==> src/rtl/decode_ctrl_pkg.sv <==
// Shared types and encodings for the decode iteration scheduler.
package decode_ctrl_pkg;

  typedef enum logic [2:0] {
    ST_IDLE    = 3'd0,
    ST_LAUNCH  = 3'd1,
    ST_RUN     = 3'd2,
    ST_RELEASE = 3'd3,
    ST_CHECK   = 3'd4,
    ST_TERM    = 3'd5
  } sched_state_t;

  localparam logic [1:0] BUSY_IDLE    = 2'b00;
  localparam logic [1:0] BUSY_RUN     = 2'b01;
  localparam logic [1:0] BUSY_FINISH  = 2'b10;
  localparam logic [1:0] BUSY_ILLEGAL = 2'b11;

  function automatic int iter_cnt_width(input int max_iter);
    return (max_iter < 1) ? 1 : $clog2(max_iter + 1);
  endfunction

endpackage

==> src/rtl/decode_iter_scheduler_if.sv <==
// Control/status bundle between decoder control, the scheduler and the VNU write FSM.
interface decode_iter_scheduler_if
  import decode_ctrl_pkg::*;
#(
  parameter int MAX_ITER = 10
) ();

  localparam int CNT_W = iter_cnt_width(MAX_ITER);

  logic             decode_start;
  logic [1:0]       wr_busy;
  logic             parity_valid;
  logic             parity_ok;
  logic             iter_rqst;
  logic             iter_termination;
  logic [CNT_W-1:0] iter_cnt;
  logic             decode_done;
  logic             decode_success;
  logic             sched_busy;
  logic             wdog_err;

  modport master (
    output decode_start, wr_busy, parity_valid, parity_ok,
    input  iter_rqst, iter_termination, iter_cnt, decode_done,
           decode_success, sched_busy, wdog_err
  );

  modport slave (
    input  decode_start, wr_busy, parity_valid, parity_ok,
    output iter_rqst, iter_termination, iter_cnt, decode_done,
           decode_success, sched_busy, wdog_err
  );

endinterface

==> src/rtl/iter_wdog_cnt.sv <==
// Per-iteration watchdog: down-counter loaded on clr, expires at terminal count zero.
module iter_wdog_cnt #(
  parameter int WDOG_CYCLES = 256
) (
  input  logic write_clk,
  input  logic rstn,
  input  logic clr,
  input  logic en,
  output logic expired
);

  localparam int W = (WDOG_CYCLES < 2) ? 1 : $clog2(WDOG_CYCLES);
  localparam logic [W-1:0] LOAD = W'(WDOG_CYCLES - 1);

  logic [W-1:0] cnt;

  always_ff @(posedge write_clk or negedge rstn) begin
    if (!rstn) begin
      cnt <= LOAD;
    end else if (clr) begin
      cnt <= LOAD;
    end else if (en && (cnt != '0)) begin
      cnt <= cnt - W'(1);
    end
  end

  assign expired = en && (cnt == '0);

endmodule

==> src/rtl/decode_iter_scheduler.sv <==
// Iteration sequencer for one codeword; optional watchdog under ITER_WATCHDOG_EN.
//
// state      | meaning
// IDLE       | waiting for decode_start
// LAUNCH     | iter_rqst high, waiting for write FSM busy
// RUN        | iter_rqst high, waiting for write FSM finish
// RELEASE    | iter_rqst low, waiting for write FSM idle
// CHECK      | waiting for syndrome result
// TERM       | one-cycle termination/done pulse
module decode_iter_scheduler
  import decode_ctrl_pkg::*;
#(
  parameter int MAX_ITER    = 10,
  parameter int WDOG_CYCLES = 256
) (
  input  logic                    write_clk,
  input  logic                    rstn,
  decode_iter_scheduler_if.slave  bus
);

  localparam int CNT_W = iter_cnt_width(MAX_ITER);
  localparam logic [CNT_W-1:0] CNT_MAX = CNT_W'(MAX_ITER);

  sched_state_t     state_q, state_d;
  logic [CNT_W-1:0] iter_cnt_q;
  logic             iter_rqst_q, iter_term_q, done_q, success_q, busy_q;
  logic             cnt_inc, success_set;

  generate
    if (WDOG_CYCLES < 1 || MAX_ITER < 1) begin : g_param_range_violation
    end
  endgenerate

`ifdef ITER_WATCHDOG_EN
  logic wdog_clr, wdog_en, wdog_expired, wdog_hit, wdog_err_q;

  assign wdog_en  = (state_q == ST_LAUNCH) || (state_q == ST_RUN) || (state_q == ST_RELEASE);
  assign wdog_clr = (state_d == ST_LAUNCH) && (state_q != ST_LAUNCH);

  iter_wdog_cnt #(.WDOG_CYCLES(WDOG_CYCLES)) u_wdog (
    .write_clk (write_clk),
    .rstn      (rstn),
    .clr       (wdog_clr),
    .en        (wdog_en),
    .expired   (wdog_expired)
  );
`endif

  always_comb begin
    state_d     = state_q;
    cnt_inc     = 1'b0;
    success_set = 1'b0;
`ifdef ITER_WATCHDOG_EN
    wdog_hit    = 1'b0;
`endif
    case (state_q)
      ST_IDLE:    if (bus.decode_start) state_d = ST_LAUNCH;
      ST_LAUNCH:  if (bus.wr_busy == BUSY_RUN || bus.wr_busy == BUSY_ILLEGAL) state_d = ST_RUN;
      ST_RUN:     if (bus.wr_busy == BUSY_FINISH) state_d = ST_RELEASE;
      ST_RELEASE: begin
        if (bus.wr_busy == BUSY_IDLE) begin
          state_d = ST_CHECK;
          cnt_inc = 1'b1;
        end
      end
      ST_CHECK: begin
        if (bus.parity_valid) begin
          if (bus.parity_ok) begin
            state_d     = ST_TERM;
            success_set = 1'b1;
          end else if (iter_cnt_q == CNT_MAX) begin
            state_d = ST_TERM;
          end else begin
            state_d = ST_LAUNCH;
          end
        end
      end
      ST_TERM:    state_d = ST_IDLE;
      default:    state_d = ST_IDLE;
    endcase
`ifdef ITER_WATCHDOG_EN
    // Expiry overrides any handshake progress in the same cycle.
    if (wdog_expired) begin
      state_d  = ST_TERM;
      cnt_inc  = 1'b0;
      wdog_hit = 1'b1;
    end
`endif
  end

  // Outputs are registered from the next state so they line up with it.
  always_ff @(posedge write_clk or negedge rstn) begin
    if (!rstn) begin
      state_q     <= ST_IDLE;
      iter_cnt_q  <= '0;
      iter_rqst_q <= 1'b0;
      iter_term_q <= 1'b0;
      done_q      <= 1'b0;
      success_q   <= 1'b0;
      busy_q      <= 1'b0;
    end else begin
      state_q     <= state_d;
      iter_rqst_q <= (state_d == ST_LAUNCH) || (state_d == ST_RUN);
      iter_term_q <= (state_d == ST_TERM);
      done_q      <= (state_d == ST_TERM);
      busy_q      <= (state_d != ST_IDLE);
      if (state_q == ST_IDLE && bus.decode_start) begin
        iter_cnt_q <= '0;
        success_q  <= 1'b0;
      end else begin
        if (cnt_inc && iter_cnt_q != CNT_MAX) iter_cnt_q <= iter_cnt_q + CNT_W'(1);
        if (success_set) success_q <= 1'b1;
`ifdef ITER_WATCHDOG_EN
        if (wdog_hit) success_q <= 1'b0;
`endif
      end
    end
  end

`ifdef ITER_WATCHDOG_EN
  always_ff @(posedge write_clk or negedge rstn) begin
    if (!rstn) begin
      wdog_err_q <= 1'b0;
    end else if (state_q == ST_IDLE && bus.decode_start) begin
      wdog_err_q <= 1'b0;
    end else if (wdog_hit) begin
      wdog_err_q <= 1'b1;
    end
  end
  assign bus.wdog_err = wdog_err_q;
`else
  assign bus.wdog_err = 1'b0;
`endif

  assign bus.iter_rqst        = iter_rqst_q;
  assign bus.iter_termination = iter_term_q;
  assign bus.iter_cnt         = iter_cnt_q;
  assign bus.decode_done      = done_q;
  assign bus.decode_success   = success_q;
  assign bus.sched_busy       = busy_q;

endmodule

==> src/flat_wrapper.sv <==
// flat-port wrapper written by rule: the top's interface ports become plain ports
module decode_iter_scheduler_flat import decode_ctrl_pkg::*;
#(
  parameter int MAX_ITER    = 10,
  parameter int WDOG_CYCLES = 256
)
  (write_clk, rstn, bus_decode_start, bus_wr_busy, bus_parity_valid, bus_parity_ok, bus_iter_rqst, bus_iter_termination, bus_iter_cnt, bus_decode_done, bus_decode_success, bus_sched_busy, bus_wdog_err);
  decode_iter_scheduler_if #(.MAX_ITER(MAX_ITER)) bus_i ();
  input  logic write_clk;
  input  logic rstn;
  input wire logic [$bits(bus_i.decode_start)-1:0] bus_decode_start;
  input wire logic [$bits(bus_i.wr_busy)-1:0] bus_wr_busy;
  input wire logic [$bits(bus_i.parity_valid)-1:0] bus_parity_valid;
  input wire logic [$bits(bus_i.parity_ok)-1:0] bus_parity_ok;
  output wire logic [$bits(bus_i.iter_rqst)-1:0] bus_iter_rqst;
  output wire logic [$bits(bus_i.iter_termination)-1:0] bus_iter_termination;
  output wire logic [$bits(bus_i.iter_cnt)-1:0] bus_iter_cnt;
  output wire logic [$bits(bus_i.decode_done)-1:0] bus_decode_done;
  output wire logic [$bits(bus_i.decode_success)-1:0] bus_decode_success;
  output wire logic [$bits(bus_i.sched_busy)-1:0] bus_sched_busy;
  output wire logic [$bits(bus_i.wdog_err)-1:0] bus_wdog_err;
  assign bus_i.decode_start = bus_decode_start;
  assign bus_i.wr_busy = bus_wr_busy;
  assign bus_i.parity_valid = bus_parity_valid;
  assign bus_i.parity_ok = bus_parity_ok;
  assign bus_iter_rqst = bus_i.iter_rqst;
  assign bus_iter_termination = bus_i.iter_termination;
  assign bus_iter_cnt = bus_i.iter_cnt;
  assign bus_decode_done = bus_i.decode_done;
  assign bus_decode_success = bus_i.decode_success;
  assign bus_sched_busy = bus_i.sched_busy;
  assign bus_wdog_err = bus_i.wdog_err;
  decode_iter_scheduler #(.MAX_ITER(MAX_ITER), .WDOG_CYCLES(WDOG_CYCLES)) u_core (.write_clk(write_clk), .rstn(rstn), .bus(bus_i));
endmodule
==> config.mk <==
export PLATFORM = sky130hd
export DESIGN_NAME = decode_iter_scheduler_flat
export DESIGN_NICKNAME = d
export VERILOG_FILES = /design/src/rtl/decode_ctrl_pkg.sv /design/src/rtl/decode_iter_scheduler_if.sv /design/src/rtl/iter_wdog_cnt.sv /design/src/rtl/decode_iter_scheduler.sv /design/src/flat_wrapper.sv
export SDC_FILE = /design/constraint.sdc
export NUM_CORES = 1
export LEC_CHECK = 0
export ABC_AREA = 1
export BUFFER_PORTS_ARGS = -buffer_cell sky130_fd_sc_hd__buf_2
export CORE_AREA = 5 5 42 44
export CTS_BUF_LIST = sky130_fd_sc_hd__clkbuf_4 sky130_fd_sc_hd__clkbuf_8 sky130_fd_sc_hd__clkbuf_16
export DETAILED_ROUTE_END_ITERATION = 12
export DIE_AREA = 0 0 47 49
export GPL_TIMING_DRIVEN = 0
export PLACE_DENSITY = 0.76
export SLEW_MARGIN = 10
export SYNTH_ARGS = -nofsm -noshare
export SYNTH_HDL_FRONTEND = slang
export SYNTH_HIERARCHICAL = 1
export SYNTH_SLANG_ARGS = --single-unit
==> constraint.sdc <==
create_clock -name write_clk -period 2.1 [get_ports write_clk]
set_clock_uncertainty 0.1 [all_clocks]
set_input_delay 0.42 -clock write_clk [delete_from_list [all_inputs] [get_ports write_clk]]
set_output_delay 0.42 -clock write_clk [all_outputs]
set_load 0.05 [all_outputs]
## Yosys cells after proc, flatten, opt, wreduce, memory -nomap -nowiden

Index checks and enable logic that the tools add are counted.

| storage, ports and cells | value |
|---|---|
| bits of input ports | 7 |
| bits in registers | 11 |

| operators by class | value |
|---|---|
| equality and inequality tests | 12 |
| muxes and demuxes | 17 |
| reductions and logical operators | 9 |
| add/subtract/negate cells | 1 |

Operators by type and width:

| operator | count |
|---|---|
| 2-to-1 mux 3 bit | 7 |
| one-hot mux 3 bit (5 select lines) | 1 |
| equality test 3 x 2 -> 1 bit (second input constant) | 3 |
| 2-to-1 mux 4 bit | 2 |
| 2-to-1 mux 1 bit | 7 |
| equality test 3 x 1 -> 1 bit (second input constant) | 2 |
| equality test 3 bit (second input constant) | 2 |
| adder 4 x 1 -> 4 bit (second input constant) | 1 |
| equality test 2 bit (second input constant) | 2 |
| equality test 4 bit (second input constant) | 1 |
| != test 4 bit (second input constant) | 1 |
| nonzero test 2 bit | 2 |
| zero test 3 bit | 1 |
| nonzero test 3 bit | 1 |
| equality test 2 x 1 -> 1 bit (second input constant) | 1 |
| logical AND 1 bit | 2 |
| zero test 2 bit | 1 |
| logical OR 1 bit | 2 |

## Depth between registers and ports, before layout

| logic depth | value |
|---|---|
| word-level depth | 7 |
| mapped depth | 9 |
| depth with buffers taken out | 9 |

## Worst setup path after synthesis

No wires, ideal clock.

| path | value |
|---|---|
| path kind | flip-flop to flip-flop |
| from | reg u_core.iter_cnt_q[0] (netlist: u_core/bus.iter_cnt[0]) |
| to | reg u_core.busy_q (netlist: u_core/bus.sched_busy) |
| arrival time | 1408 ps |
| path buffers | 0 |
| required time | 1872 ps |
| period minus slack after synthesis | 1636 ps |
| cell stages (with the launch flop) | 9 |
| setup slack | 464 ps |
| cell sequence | dfrtp_1 > inv_1 > ha_1 > nand3_1 > nand2_1 > nand2_1 > nand2_1 > nand2_1 > nand3_1 |

| between the ends | value |
|---|---|
| longest elaborated chain between the ends | 6 |

Ends and longest elaborated chain:

| item | RTL line | RTL |
|---|---|---|
| from (decl) | decode_iter_scheduler.sv:25 | `logic [CNT_W-1:0] iter_cnt_q;` |
| from (signal assigned) | decode_iter_scheduler.sv:111 | `if (cnt_inc && iter_cnt_q != CNT_MAX) iter_cnt_q <= iter_cnt_q + CNT_W'(1);` |
| equality test 4 bit | decode_iter_scheduler.sv:71 | `end else if (iter_cnt_q == CNT_MAX) begin` |
| 2-to-1 mux 3 bit | decode_iter_scheduler.sv:71 |  |
| 2-to-1 mux 3 bit | decode_iter_scheduler.sv:68 | `if (bus.parity_ok) begin` |
| 2-to-1 mux 3 bit | decode_iter_scheduler.sv:67 | `if (bus.parity_valid) begin` |
| one-hot mux 3 bit (5 select lines) | decode_iter_scheduler.sv:56 | `case (state_q)` |
| nonzero test 3 bit | decode_iter_scheduler.sv:106 | `busy_q <= (state_d != ST_IDLE);` |
| to (signal assigned) | decode_iter_scheduler.sv:106 |  |
| to (decl) | decode_iter_scheduler.sv:26 | `logic iter_rqst_q, iter_term_q, done_q, success_q, busy_q;` |

Every way passes these cells.
A chain may end at the register's enable or synchronous reset.

## Worst setup path after layout

| path | value |
|---|---|
| from | reg u_core.iter_cnt_q[1] (netlist: u_core/bus.iter_cnt[1]) |
| to | out bus_iter_cnt[1] |

RTL lines:

| item | RTL line | RTL |
|---|---|---|
| to (decl) | flat_wrapper.sv:17 | `output wire logic [$bits(bus_i.iter_cnt)-1:0] bus_iter_cnt;` |

No word-level cell between the ends.

==> impl_metrics.py <==
metrics = {
    "placed_design": {
        "port_buffers": 15,
        "place.gp.congestion": 0.807,
        "dpl-instance-area_um2": 769,
        "dp_hpwl_um": 1050,
    },
    "die": {
        "ioPinCount": 17,
        "rows": 14,
        "core-area_um2": 1400,
        "die_h_um": 49,
        "dieWidth_um": 47,
        "start_util_pct": 48.1,
        "die_area_um2": 2300,
    },
    "final_layout": {
        "fillers": 140,
        "final_nets": 115,
        "final_area_um2": 807,
        "regArea_um2": 275,
        "drive_gt1_share_pct": 36.2,
        "multi_input_area_um2": 324,
        "area_growth_pct": 19.7,
        "n_antenna_cell": 0,
    },
    "worst_hold_path": {
        "min_path_type": "primary input to flop",
        "min_to": "u_core/bus.decode_success$_DFFE_PN0P_",
        "min_path_cells": 3,
        "worstHoldStart": "bus_parity_ok",
    },
    "synth": {
        "syn_nets": 94,
        "synth.distinct_cells": 19,
        "yosysTopAreaCell": "dfrtp_1",
        "ys_seq_elements": 11,
        "syn-cell-area_um2": 674,
        "syn_avg_cell_area_um2": 7.93,
        "syn_inst": 85,
        "synth_top_area_share_pct": 40.8,
        "yosysWarnings": 6,
        "ys_top_cells_by_area": "dfrtp_1 (41%), nand3_1 (9.6%), nand2_1 (7.2%)",
        "ys_seq_area_share_pct": 40.8,
    },
    "flow_run": {
        "maxCapViolations": 0,
    },
    "critical_path": {
        "crit_chain": "buf_2",
        "critical_path.top_delay_family": "flip-flops",
        "start_kind": "flop",
        "path_class": "flop to output port",
        "slowest_stage": "dfrtp_1",
        "crit-reg2reg-launch": "u_core/bus.iter_cnt[0]$_DFFE_PN0P_",
        "worstPathRequired_ns": 1.58,
        "crit_fanout": 5,
        "arrival_ns": 0.98,
        "regToRegEndpoint": "u_core/bus.iter_rqst$_DFF_PN0_",
        "crit_buf_inv": 1,
        "slowest_delay_ns": 0.41,
        "end_kind": "output port",
        "r2r_slack_ns": 0.69,
        "worstRegToRegCells": 9,
    },
    "drt": {
        "via_per_inst": 4.98,
        "routedWlPerCell_um": 10.7,
        "num_vias": 603,
        "drc_errors": 0,
        "ant_nets": 0,
        "drt_iter0_markers": 6,
        "routed_wl_um": 1290,
        "drt_pass1_iterations": 4,
    },
    "power_and_ir_drop": {
        "cellInternalPower_w": 0.000560,
        "p_switching_w": 0.000656,
        "vdd.ir_drop.worst_uv": 810,
        "pwr-share-comb_pct": 57.3,
        "p_per_area_nw_per_um2": 1510,
        "pwr-share-seq_pct": 30.9,
        "finalPower_w": 0.00122,
        "p_leak_nw": 0.474,
        "switching_share_pct": 53.9,
        "clockPowerShare_pct": 11.8,
    },
    "clock_tree": {
        "ctsHoldBuffers": 1,
        "cts_tree": "yes",
        "post_cts_resized": 0,
        "htree_levels": 1,
        "clkSlewWorstSetupHoldPaths_ns": 0.07,
        "clkSinkCount": 11,
        "clock_latency_ns": 0.27,
        "post_cts_buffers": 0,
        "cts_made_buffers": 3,
        "cts.path.max_buffers": 2,
        "cts-root-buf": "clkbuf_4",
    },
    "outcome": {
        "status": "complete, no violations",
    },
    "timing": {
        "fin_crit_ns": 1.50,
        "hold_viol": 0,
        "finalSetupTns_ns": 0,
        "fmax_mhz": 668,
        "slew_violations": 0,
        "rsz0062_at_grt": "false",
        "period_share_pct": 71.3,
        "finalSetupViolations": 0,
    },
    "grt": {
        "grt_max_degree": 12,
        "grt_overflow": 0,
        "grt_usage_pct": 13.1,
        "antenna_found_initial": 0,
        "grt_pass1_wl_um": 2190,
        "grt_pass1_vias": 566,
    },
}
-- Yosys cell counts (all sizes together) --
cell type  instances
nor2              11
o21ai              5
inv               16
xor2               2
a21oi              1
nand3             15
ha                 2
nand2             18
buf                2
dfrtp             11
nand4              1
conb               1
-- metrics by stage --
step / setup slack [ns] / util (%) / hold WS (ns) / instances
finish: 0.604 / 57.6 / 0.328 / 121
floorplan: 0.464 / - / 0.0244 / 85
CTS: 0.591 / 57.6 / 0.326 / 121
global placement: 0.732 / 54.9 / 0.201 / 116
detailed placement: 0.700 / 54.9 / 0.203 / 116
global route: 0.538 / 57.6 / 0.349 / 121
-- placed cells by master, fill, tap and decap left out --
cell type / netlist / final
xor2_1: 2 / 2
nand3_2: 2 / 2
o21ai_0: 2 / 2
nand2_4: 2 / 2
a21oi_1: 1 / 1
buf_4: 2 / 2
clkbuf_4: 0 / 3
conb_1: 1 / 1
ha_1: 2 / 2
nand2_1: 13 / 13
dlygate4sd3_1: 0 / 1
buf_2: 0 / 15
dfrtp_1: 11 / 11
nor2_2: 4 / 4
o21ai_1: 3 / 3
nand2_2: 3 / 3
inv_2: 4 / 4
nor2_1: 5 / 5
nand3_1: 13 / 13
inv_1: 12 / 12
nor2_4: 2 / 2
clkinv_2: 0 / 1
nand4_1: 1 / 1
-- area by class of cell --
type,count,area share (%)
plain buffers,2,1.86
clock buffers,3,2.79
well taps,16,2.48
multi-input cells,56,40.2
flip-flops and latches,11,34.1
inverters,16,7.44
repair buffers,16,10.5
clock inverters,1,0.620
-- worst max path at each step --
stage          slack (ns)  cells after the start                               start                         endpoint
3_5_place_dp         0.70                      9  u_core/bus.iter_cnt[0]$_DFFE_PN0P_   u_core/bus.iter_rqst$_DFF_PN0_
3_3_place_gp         0.73                      9  u_core/bus.iter_cnt[0]$_DFFE_PN0P_   u_core/bus.iter_rqst$_DFF_PN0_
6_report             0.60                      1  u_core/bus.iter_cnt[1]$_DFFE_PN0P_                  bus_iter_cnt[1]
2_1_floorplan        0.46                      8  u_core/bus.iter_cnt[0]$_DFFE_PN0P_  u_core/bus.sched_busy$_DFF_PN0_
4_1_cts              0.59                      1  u_core/bus.iter_cnt[1]$_DFFE_PN0P_                  bus_iter_cnt[1]
5_1_grt              0.54                      9  u_core/bus.iter_cnt[0]$_DFFE_PN0P_   u_core/bus.iter_rqst$_DFF_PN0_
-- state kept, by name, indices dropped and copies added (netlist names) --
signal / count
u_core/bus.iter_rqst: 1
u_core/bus.sched_busy: 1
u_core/bus.decode_success: 1
u_core/state_q: 3
u_core/bus.decode_done: 1
u_core/bus.iter_cnt: 4
-- cells by family (layout without fill, tap and decap cells) --
kind of cell    after synthesis  in the layout  synth area share, %
fa+ha+maj                     2              2                 3.71
other cells                   1              1                0.556
compound gates                6              6                 4.45
simple gates                 45             45                 36.7
xor+xnor                      2              2                 2.60
buf+inv                      18             38                 11.1
flops                        11             11                 40.8
-- power groups by stage --
stage          registers [W]  logic, W  clock network [W]
2_1_floorplan       0.000563  0.000365                  0
3_3_place_gp        0.000375  0.000682                  0
3_5_place_dp        0.000380  0.000700                  0
4_1_cts             0.000376  0.000706           0.000151
5_1_grt             0.000387  0.000771           0.000162
6_report            0.000376  0.000697           0.000144
-- metal layers --
metal / up-vias / share of wire (%) / global-route usage (%)
met4: 0 / 0.31 / 4.15
met3: 2 / 7.9 / 6.64
li1: 304 / - / -
met5: - / 0 / 0
met1: 280 / 41 / 14.8
met2: 17 / 50 / 20.8
Note: power is estimated with default switching activity, not from simulation.
